$ cat config.mk
export PLATFORM = sky130hd
export DESIGN_NAME = data_bus_port
export DESIGN_NICKNAME = d
export VERILOG_FILES = /design/src/rtl/data_bus_port_pkg.sv /design/src/rtl/data_bus_port_load_align.sv /design/src/rtl/data_bus_port.sv
export SDC_FILE = /design/constraint.sdc
export NUM_CORES = 1
export LEC_CHECK = 0
export CAP_MARGIN = 30
export CORE_ASPECT_RATIO = 0.7
export CORE_MARGIN = 5
export CORE_UTILIZATION = 46
export DETAILED_ROUTE_END_ITERATION = 8
export HOLD_SLACK_MARGIN = 0.15
export PLACE_DENSITY = 0.93
export REMOVE_ABC_BUFFERS = 1
export SYNTH_ARGS = -nofsm -noshare
export SYNTH_HDL_FRONTEND = slang
export SYNTH_SLANG_ARGS = --single-unit
$ cat constraint.sdc
create_clock -name clk -period 2.7 [get_ports clk]
set_clock_uncertainty 0.15 [all_clocks]
set_input_delay 0.54 -clock clk [delete_from_list [all_inputs] [get_ports clk]]
set_output_delay 0.54 -clock clk [all_outputs]
set_load 0.005 [all_outputs]
$ cat src/rtl/data_bus_port_pkg.sv
// Types and constants shared by the data-side and fetch-side bus ports.
package data_bus_port_pkg;

    typedef enum logic [1:0] {
        BUS_IDLE = 2'd0,
        BUS_REQ  = 2'd1,
        BUS_WAIT = 2'd2,
        BUS_DONE = 2'd3
    } bus_state_t;

    localparam logic [1:0] SIZE_BYTE    = 2'b00;
    localparam logic [1:0] SIZE_HALF    = 2'b01;
    localparam logic [1:0] SIZE_WORD    = 2'b10;
    localparam logic [1:0] SIZE_ILLEGAL = 2'b11;

endpackage

$ cat src/rtl/data_bus_port_load_align.sv
// Shifts the addressed byte/half/word of a bus read down to bit 0 and extends it.
module load_align
    import data_bus_port_pkg::*;
(
    input  logic [31:0] rdata,
    input  logic [1:0]  offset,
    input  logic [1:0]  size,
    input  logic        is_signed,
    output logic [31:0] result
);

    logic [31:0] shifted;

    always_comb begin
        shifted = rdata >> {offset, 3'b000};
        result  = shifted;
        case (size)
            SIZE_BYTE: result = {{24{is_signed & shifted[7]}}, shifted[7:0]};
            SIZE_HALF: result = {{16{is_signed & shifted[15]}}, shifted[15:0]};
            default:   result = shifted;
        endcase
    end

endmodule

$ cat src/rtl/data_bus_port.sv
// Memory-stage data port: runs one load/store at a time on the external valid/ready bus.
module data_bus_port
    import data_bus_port_pkg::*;
(
    input  logic        clk,
    input  logic        reset,
    input  logic [31:0] mem_address,
    input  logic [31:0] mem_store_data,
    input  logic [1:0]  mem_size,
    input  logic        mem_signed,
    input  logic        mem_load,
    input  logic        mem_store,
    output logic [31:0] mem_load_data,
    input  logic        stage_advance,
    output logic        mem_busy,
    output logic        ext_valid,
    input  logic        ext_ready,
    output logic [31:0] ext_address,
    output logic        ext_write,
    output logic [31:0] ext_write_data,
    output logic [3:0]  ext_write_strobe,
    input  logic        ext_rvalid,
    input  logic [31:0] ext_rdata
);

    // Handshake: a request transfers on a rising edge where ext_valid && ext_ready;
    // ext_valid and all request fields are held stable until that edge. The response
    // is the single cycle with ext_rvalid high while in BUS_WAIT.

    bus_state_t  state, state_next;
    logic        req;
    logic        valid_next;
    logic [1:0]  off_q;
    logic [1:0]  size_q;
    logic        signed_q;
    logic [31:0] lane_data;
    logic [3:0]  lane_strobe;
    logic [31:0] load_fmt;

    assign req = (mem_load | mem_store) & (mem_size != SIZE_ILLEGAL);

    always_comb begin
        lane_data   = mem_store_data;
        lane_strobe = 4'b1111;
        case (mem_size)
            SIZE_BYTE: begin
                lane_data   = {4{mem_store_data[7:0]}};
                lane_strobe = 4'b0001 << mem_address[1:0];
            end
            SIZE_HALF: begin
                lane_data   = {2{mem_store_data[15:0]}};
                lane_strobe = 4'b0011 << {mem_address[1], 1'b0};
            end
            default: begin
                lane_data   = mem_store_data;
                lane_strobe = 4'b1111;
            end
        endcase
    end

    always_ff @(posedge clk) begin
        if (reset) state <= BUS_IDLE;
        else       state <= state_next;
    end

    // DONE waits for the stage to capture so a still-held request is not reissued.
    always_comb begin
        state_next = state;
        case (state)
            BUS_IDLE: if (req)           state_next = BUS_REQ;
            BUS_REQ:  if (ext_ready)     state_next = BUS_WAIT;
            BUS_WAIT: if (ext_rvalid)    state_next = BUS_DONE;
            BUS_DONE: if (stage_advance) state_next = BUS_IDLE;
            default:                     state_next = BUS_IDLE;
        endcase
    end

    always_comb begin
        mem_busy   = 1'b0;
        valid_next = 1'b0;
        case (state)
            BUS_IDLE: begin
                mem_busy   = req;
                valid_next = req;
            end
            BUS_REQ: begin
                mem_busy   = 1'b1;
                valid_next = ~ext_ready;
            end
            BUS_WAIT: mem_busy = 1'b1;
            default: begin
                mem_busy   = 1'b0;
                valid_next = 1'b0;
            end
        endcase
    end

    load_align u_load_align (
        .rdata     (ext_rdata),
        .offset    (off_q),
        .size      (size_q),
        .is_signed (signed_q),
        .result    (load_fmt)
    );

    always_ff @(posedge clk) begin
        if (reset) begin
            ext_valid        <= 1'b0;
            ext_address      <= 32'd0;
            ext_write        <= 1'b0;
            ext_write_data   <= 32'd0;
            ext_write_strobe <= 4'd0;
            off_q            <= 2'd0;
            size_q           <= SIZE_BYTE;
            signed_q         <= 1'b0;
            mem_load_data    <= 32'd0;
        end else begin
            ext_valid <= valid_next;
            if (state == BUS_IDLE && req) begin
                ext_address      <= {mem_address[31:2], 2'b00};
                ext_write        <= mem_store;
                ext_write_data   <= lane_data;
                ext_write_strobe <= mem_store ? lane_strobe : 4'b0000;
                off_q            <= mem_address[1:0];
                size_q           <= mem_size;
                signed_q         <= mem_signed;
            end
            if (state == BUS_WAIT && ext_rvalid && !ext_write)
                mem_load_data <= load_fmt;
        end
    end

endmodule

==> run_results.csv, run 1 <==
group,metric,value,unit
logic_synthesis,ys_warn_count,0,
floorplan,die_h,95.3,microns
clock_tree,cts_tree,"yes",
logic_synthesis,synth_top_area_share,0.448,
logic_synthesis,synthCells,571,
global_routing,antenna_found_initial,0,
layout,syn_to_final_growth,51.1,%
route,vias_per_cell,5.43,
logic_synthesis,synth_flop_cell,"dfxtp_1",
placed_design,gp_routability_congestion,0.943,
min_path,min_path_type,"reg2reg",
setup_path,cp-startpoint,"mem_size[0]",
logic_synthesis,synthAdderAreaFrac,0.0105,
clock_tree,numCtsBuffers,9,
setup_path,cp_max_fo,2,
route,vias,4852,
sta,tightestPinTransition,0.750,ns
placed_design,placed_area,6930,sq um
placed_design,dp_slack,-0.0196,ns
setup_path,cp.required,2.01,ns
outcome,status,"completed",
run,maxCapViolCount,0,
layout,final_layout_size_suffix_gt1_frac,0.0683,
floorplan,rows,31,
setup_path,crit_path_end,"mem_busy",
setup_path,cp_slowest_cell,"clkdlybuf4s50_1",
setup_path,slowest_delay,0.53,ns
global_routing,grt_pass1_vias,4827,
sta,relSlewSlack,0.498,
route,drt-pass1-iter-count,5,
placed_design,dpl.hpwl,11200,microns
clock_tree,root_buffer,"clkbuf_16",
power_and_ir_drop,ir_worst_vdd,0.444,mV
floorplan,ios,209,
logic_synthesis,synth-seq-area-share,0.448,
setup_path,r2r_end,"mem_load_data[10]",
global_routing,grt_pass1_wl,24000,microns
power_and_ir_drop,power_leakage,2.64,nW
global_routing,grt_use_total,0.232,
logic_synthesis,post_synth.cell_area_avg,8.38,sq um
layout,layout_common_cells,"clkdlybuf4s50_1 (203), nand2_1 (140), dfxtp_1 (107)",
setup_path,r2r_cells,5,
global_routing,grt_overflow,0,
logic_synthesis,synthMuxAreaShare,0.109,
route,drt_iter0_drc,358,
clock_tree,cts_setup_buffers,0,
global_routing,grt_max_degree,80,
sta,finalHoldViolCount,0,
setup_path,worstSetupPathType,"in2out",
logic_synthesis,synth_top_family_by_area,"compound AO/OA/AOI/OAI gates",
layout,diodes,0,
layout,final_util,0.706,
power_and_ir_drop,power_density,793,nW/um^2
logic_synthesis,yosysUniqueCellTypes,38,
logic_synthesis,synth_xor_area_frac,0,
logic_synthesis,synth_area_leaders,"dfxtp_1 (45%), nand2_1 (11%), mux2i_1 (8.8%)",
sta,holdWs,0.305,ns
setup_path,end_kind,"primary output",
clock_tree,htreeDepth,3,
route,drt-total-wl,15100,microns
sta,slew_viol_final,0,
clock_tree,cts.sinks,107,
sta,rsz0062_at_grt,"false",
sta,tns,0,ns
floorplan,coreArea,10200,sq um
clock_tree,cts.path.max_buffers,2,
sta,worst_slack,0.349,ns
sta,fmax,425,MHz
layout,final_area,7230,sq um
route,routedWlPerCell,16.9,microns
setup_path,worstPathCellList,"clkdlybuf4s50_1, a2bb2oi_2, and2_2, nor2_1, nor2_1, dlymetal6s2s_1",
route,drc,0,
sta,finalSetupViolations,0,
logic_synthesis,async_reset_ff_frac,0,
floorplan,die_w,132,microns
logic_synthesis,synth_top_area_cell,"dfxtp_1",
setup_path,regToRegStartpoint,"off_q[0]",
route,ant_nets,0,
setup_path,regToRegSetupSlack,0.61,ns
setup_path,cpMostUsedCell,"nor2_1",
setup_path,worstPathArrival,1.66,ns
logic_synthesis,synth-compound-area-share,0.206,
sta,post-route-period-util,0.871,
clock_tree,clk_latency,0.34,ns
logic_synthesis,ys_ff_latch,107,
logic_synthesis,syn-cell-area,4780,sq um
placed_design,io_buffers,206,
floorplan,die_area,12600,sq um
layout,layout_commonest_cell,"clkdlybuf4s50_1",
clock_tree,clkSlewWorstSetupHoldPaths,0.07,ns
setup_path,start_kind,"input port",
layout,nNetsFinal,866,
sta,period_needed,2.35,ns
logic_synthesis,synth_edf_count,0,
floorplan,start_util,0.467,
logic_synthesis,synthSimpleGateAreaFrac,0.178,
-- worst min-delay path by stage --
| stage | start | end | slack [ns] | cells past startpoint |
|---|---|---|---|---|
| detailed placement | ext_address[21] | ext_address[21] | 0.30 | 2 |
| floorplan | ext_write_strobe[0] | ext_write_strobe[0] | 0.29 | 2 |
| CTS | ext_address[17] | ext_address[17] | 0.31 | 2 |
| global placement | ext_address[30] | ext_address[30] | 0.29 | 2 |
| finish | ext_address[17] | ext_address[17] | 0.31 | 2 |
| global route | ext_write_strobe[2] | ext_write_strobe[2] | 0.32 | 2 |
-- Yosys cell counts, types with 2 or more instances --
master,number
nand2_1,140
dfxtp_1,107
a21oi_1,64
nor2_1,54
mux2i_1,42
o21ai_0,25
clkbuf_1,21
buf_2,15
a211oi_1,14
a211oi_2,10
o211ai_1,10
a311oi_1,9
a22o_1,7
buf_4,6
inv_1,6
mux2_2,6
ha_1,4
and2b_1,3
nand3_1,3
nand3b_1,3
nor2b_1,3
buf_1,2
nand2b_1,2
-- through the flow --
| stage | total power [W] | std cells |
|---|---|---|
| floorplan | 0.00326 | 528 |
| global placement | 0.00438 | 877 |
| detailed placement | 0.00449 | 877 |
| CTS | 0.00576 | 893 |
| global route | 0.00608 | 893 |
| finish | 0.00573 | 893 |
-- report_power, final --
group / internal [W] / total (W) / switching [W] / leakage [nW]
Clock: 0.000684 / 0.00126 / 0.000579 / 0.139
Sequential: 0.00192 / 0.00214 / 0.000219 / 0.876
Combinational: 0.00119 / 0.00232 / 0.00114 / 1.63
-- sequential cells by signal, summed over array words and instances (netlist names) --
signal            cells
mem_load_data        32
size_q                2
ext_write             1
state                 2
signed_q              1
ext_write_strobe      4
off_q                 2
ext_valid             1
ext_write_data       32
ext_address          30
-- what timing repair did --
action	in CTS	in global routing
hold buffers	0	0
hold endpoints to repair	0	0
gates resized for setup	1	2
pin swaps	0	1
setup endpoints to repair	1	1
-- logic make-up (layout without fill, tap and decap cells) --
family / Yosys count / in the layout
AOI/OAI and AO/OA: 146 / 146
DFF: 107 / 107
muxes: 50 / 50
buffers and inverters: 50 / 239
other: 1 / 2
adders and majority gates: 4 / 4
and+or+nand+nor: 213 / 213
-- critical path, delay by kind of cell --
kind                   cells  cell delay (ns)
buffers and inverters      2             0.67
AND/OR/NAND/NOR            3             0.36
AO/OA/AOI/OAI              1             0.08
-- area by class of cell --
cell class	count	area, sq um
inverters	6	22.5
flip-flops and latches	107	2140
clock inverters	4	33.8
repair buffers	217	2180
fillers	771	3010
multi-input cells	415	2420
well taps	132	165
clock buffers	12	256
-- layer usage --
metal,share of wire,vias up,GRT usage
li1,-,2324,-
met5,0,-,0
met1,0.41,2305,0.277
met2,0.49,193,0.397
met4,0.023,0,0.0779
met3,0.081,30,0.0791
Note: power is estimated with default switching activity, not from simulation.
==> run 2, diff against run 1 <==
==> constraint.sdc (replaced) <==
create_clock -name clk -period 2.7 [get_ports clk]
set_clock_uncertainty 0.15 [all_clocks]
set_input_delay 0.54 -clock clk [delete_from_list [all_inputs] [get_ports clk]]
set_output_delay 0.54 -clock clk [all_outputs]
set_load 0.05 [all_outputs]
==> run_results.csv, run 2 (synthesized netlist as in run 1, its figures left out) <==
group,metric,value,unit
global_routing,grt_pass1_wl,24500,microns
sta,tightestPinTransition,0.790,ns
power_and_ir_drop,finalPower,0.00691,W
route,ant_nets,0,
floorplan,die_area,12600,sq um
run,maxCapViolCount,0,
setup_path,worstPathArrival,1.91,ns
layout,final_cells,893,
setup_path,path_buf_inv,2,
clock_tree,clkSlewWorstSetupHoldPaths,0.07,ns
sta,rsz0062_at_grt,"false",
layout,final_util,0.707,
floorplan,ios,209,
sta,fmax,385,MHz
floorplan,coreArea,10200,sq um
setup_path,cp.required,2.01,ns
global_routing,grt_overflow,0,
setup_path,path_delay_family,"buffers and inverters",
layout,fillers,800,
floorplan,die_w,132,microns
placed_design,dp_slack,0.118,ns
placed_design,dp_cells,877,
route,drt-pass1-iter-count,4,
placed_design,gp_routability_congestion,0.970,
layout,largest_registers,"ext_write_data x32, mem_load_data x32, ext_address x30",
outcome,status,"completed",
setup_path,worstSetupPathType,"in2out",
clock_tree,root_buffer,"clkbuf_16",
setup_path,worstPathCellList,"clkdlybuf4s50_1, a2bb2oi_1, and2_2, nor2_1, nor2_1, buf_12",
floorplan,rows,31,
route,routedWlPerCell,17.7,microns
setup_path,cp_max_fo,2,
layout,layout_common_cells,"clkdlybuf4s50_1 (204), nand2_1 (140), dfxtp_1 (107)",
clock_tree,cts_hold_buffers,0,
sta,holdWs,0.304,ns
clock_tree,cts_tree,"yes",
setup_path,cpMostUsedCell,"nor2_1",
layout,syn_to_final_growth,51.2,%
layout,final_layout_size_suffix_gt1_frac,0.0696,
setup_path,end_kind,"primary output",
route,drt-total-wl,15800,microns
sta,worst_slack,0.100,ns
sta,finalSetupViolations,0,
sta,slew_viol_final,0,
clock_tree,cts.path.max_buffers,2,
setup_path,start_kind,"input port",
layout,nNetsFinal,866,
setup_path,slowest_delay,0.50,ns
clock_tree,cts.sinks,107,
setup_path,cp_slowest_cell,"clkdlybuf4s50_1",
layout,layout_commonest_cell,"clkdlybuf4s50_1",
route,drc,0,
placed_design,io_buffers,206,
clock_tree,clk_latency,0.34,ns
layout,diodes,0,
sta,post-route-period-util,0.963,
route,vias_per_cell,5.43,
sta,finalHoldViolCount,0,
power_and_ir_drop,ir_worst_vdd,0.489,mV
power_and_ir_drop,power_density,956,nW/um^2
clock_tree,cts_setup_buffers,0,
route,vias,4852,
placed_design,dpl.hpwl,11800,microns
clock_tree,post_cts_resize_count,0,
sta,period_needed,2.60,ns
min_path,min_path_type,"reg2reg",
sta,relSlewSlack,0.472,
global_routing,antenna_found_initial,0,
power_and_ir_drop,power_leakage,2.63,nW
floorplan,die_h,95.3,microns
route,drt_iter0_drc,415,
floorplan,start_util,0.467,
global_routing,grt_max_degree,90,
clock_tree,htreeDepth,3,
global_routing,grt_pass1_vias,4720,
setup_path,regToRegSetupSlack,0.62,ns
clock_tree,numCtsBuffers,9,
global_routing,grt_use_total,0.239,
## run 2: area by class of cell
class | count | area (sq um) | area share
multi-input combinational | 415 | 2420 | 0.334
inverter | 6 | 22.5 | 0.00311
tap | 132 | 165 | 0.0228
sequential | 107 | 2140 | 0.296
timing repair buffer | 217 | 2200 | 0.304
clock buffer | 10 | 239 | 0.0330
clock inverter | 6 | 46.3 | 0.00640
## run 2: power breakdown
part           total (W)  internal, W  switching (W)
logic            0.00350      0.00123        0.00227
clock network    0.00126     0.000660       0.000604
registers        0.00215      0.00192       0.000224
## run 2: per-layer routing
| layer | vias to the layer above | global-route usage | part of all wire |
|---|---|---|---|
| met5 | - | 0 | 0 |
| met4 | 0 | 0.0788 | 0.026 |
| met3 | 40 | 0.0865 | 0.089 |
| met2 | 219 | 0.410 | 0.49 |
| met1 | 2266 | 0.282 | 0.39 |
| li1 | 2327 | - | - |
## run 2: worst reg2reg max path: stages (launching register included)
cell and delay [ns]:
dfxtp_1 0.52, buf_4 0.40, and2b_1 0.32, a21oi_1 0.16, o21ai_0 0.19, a22o_1 0.24
## run 2: per-stage QoR
stage / cell area [sq um] / setup TNS, ns
after floorplan: 4580 / -18.05
after global placement: 6950 / 0
after CTS: 7230 / 0
after global routing: 7230 / 0
after detailed placement: 6950 / 0
final: 7230 / 0
## run 2: worst paths after layout
kind,from,to,cells past startpoint
setup / recovery,mem_store,mem_busy,6
hold / removal,ext_address[11],ext_address[11],2
setup reg to reg,off_q[0],mem_load_data[9],5
hold reg to reg,ext_address[11],ext_address[11],2
==> run 3, diff against run 2 <==
--- a/constraint.sdc
+++ b/constraint.sdc
@@ -3,3 +3,3 @@
 set_input_delay 0.54 -clock clk [delete_from_list [all_inputs] [get_ports clk]]
 set_output_delay 0.54 -clock clk [all_outputs]
-set_load 0.05 [all_outputs]
+set_load 0.1 [all_outputs]
==> run_results.csv, run 3 (synthesized netlist as in run 1, its figures left out) <==
group,metric,value,unit
route,highest-signal-layer,"met4",
clock_tree,cts.path.max_buffers,2,
route,met2_length,7160,microns
layout,final_area,7020,sq um
route,drc,0,
floorplan,die_w,132,microns
clock_tree,htreeDepth,3,
floorplan,rows,31,
layout,layout_common_cells,"nand2_1 (140), buf_4 (110), dfxtp_1 (107)",
placed_design,gp_routability_congestion,0.954,
floorplan,coreArea,10200,sq um
global_routing,grt_use_total,0.228,
power_and_ir_drop,power_frac_comb,0.567,
layout,nNetsFinal,868,
min_path,min_path_type,"reg2reg",
placed_design,dp_cells,879,
placed_design,dpl.hpwl,11100,microns
floorplan,start_util,0.467,
global_routing,grt_pass1_wl,23800,microns
sta,period_needed,2.58,ns
placed_design,placed_area,6710,sq um
floorplan,ios,209,
setup_path,worstSetupPathType,"in2out",
setup_path,cp_max_fo,2,
global_routing,grt_overflow,0,
setup_path,cp.required,2.01,ns
power_and_ir_drop,power_density,1150,nW/um^2
placed_design,io_buffers,206,
layout,syn_to_final_growth,46.7,%
sta,relSlewSlack,0.498,
layout,final_layout_size_suffix_gt1_frac,0.201,
layout,layout_commonest_cell,"nand2_1",
clock_tree,clk_latency,0.33,ns
layout,fillers,807,
global_routing,grt_max_degree,90,
floorplan,die_h,95.3,microns
route,met1Wirelength,6120,microns
layout,diodes,0,
power_and_ir_drop,ir_worst_vdd,0.729,mV
power_and_ir_drop,power_leakage,2.83,nW
clock_tree,numCtsBuffers,9,
power_and_ir_drop,clkPwrFrac,0.167,
clock_tree,clkSlewWorstSetupHoldPaths,0.07,ns
global_routing,grt_pass1_vias,4836,
sta,rsz0062_at_grt,"false",
setup_path,end_kind,"primary output",
power_and_ir_drop,p_sw,0.00425,W
clock_tree,cts_hold_buffers,0,
clock_tree,cts.sinks,107,
sta,slew_viol_final,0,
layout,final_cells,893,
outcome,status,"completed",
sta,finalHoldViolCount,0,
setup_path,start_kind,"input port",
route,drt-total-wl,14900,microns
route,vias,4820,
route,wl_met3,1270,microns
setup_path,worstPathArrival,1.89,ns
route,drt_iter0_drc,358,
route,ant_nets,0,
route,routedWlPerCell,16.7,microns
power_and_ir_drop,power_frac_seq,0.265,
global_routing,antenna_found_initial,0,
sta,fmax,388,MHz
clock_tree,post_cts_resize_count,0,
power_and_ir_drop,swShare,0.525,
clock_tree,root_buffer,"clkbuf_16",
sta,holdWs,0.310,ns
clock_tree,cts_setup_buffers,0,
sta,finalSetupViolations,0,
floorplan,die_area,12600,sq um
power_and_ir_drop,intPower,0.00385,W
layout,largest_registers,"ext_write_data x32, mem_load_data x32, ext_address x30",
sta,tightestPinTransition,0.750,ns
clock_tree,cts_tree,"yes",
sta,post-route-period-util,0.954,
run,maxCapViolCount,0,
route,drt-pass1-iter-count,4,
route,vias_per_cell,5.40,
run 3: cell count changes in the layout (fill, tap and decap cells not counted):
cell,before,now
buf_4,8,110
bufinv_16,0,2
clkbuf_8,1,0
clkdlybuf4s50_1,204,104
inv_6,3,0
run 3: worst paths after layout:
| path | start | end | slack [ns] | cells past startpoint |
|---|---|---|---|---|
| setup reg to reg | off_q[1] | mem_load_data[30] | 0.54 | 5 |
| hold reg to reg | ext_address[6] | ext_address[6] | 0.31 | 2 |
| hold / removal | ext_address[6] | ext_address[6] | 0.31 | 2 |
| setup / recovery | mem_store | mem_busy | 0.12 | 6 |
run 3: worst max-delay path: stages:
cell,delay (ns)
clkdlybuf4s50_1,0.51
a2bb2oi_1,0.20
and2_2,0.21
nor2_1,0.05
nor2_1,0.17
buf_12,0.20
run 3: power groups by stage:
stage	combinational, W	sequential, W	clock [W]
CTS	0.00460	0.00215	0.00138
detailed placement	0.00460	0.00218	0
floorplan	0.00119	0.00440	0
global route	0.00481	0.00220	0.00146
global placement	0.00452	0.00215	0
finish	0.00460	0.00215	0.00136
run 3: layout make-up:
cell class | instances | area, sq um | area share
Clock buffer | 9 | 225 | 0.0321
Tap cell | 132 | 165 | 0.0235
Clock inverter | 5 | 80.1 | 0.0114
Inverter | 6 | 22.5 | 0.00321
Multi-Input combinational cell | 415 | 2420 | 0.344
Sequential cell | 107 | 2140 | 0.305
Timing Repair Buffer | 219 | 1970 | 0.280
run 3: metal layers:
| layer | up-vias | GRT usage |
|---|---|---|
| met5 | - | 0 |
| met1 | 2267 | 0.286 |
| met2 | 194 | 0.378 |
| met3 | 26 | 0.0670 |
| li1 | 2333 | - |
| met4 | 0 | 0.0822 |
run 3: per-stage QoR:
step	setup slack, ns	power, W	TNS [ns]	utilization
after floorplan	-1.78	0.00559	-18.67	-
after global placement	0.171	0.00667	0	0.656
after detailed placement	0.144	0.00677	0	0.656
after CTS	0.133	0.00813	0	0.685
after global routing	0.0708	0.00847	0	0.685
final	0.123	0.00810	0	0.685
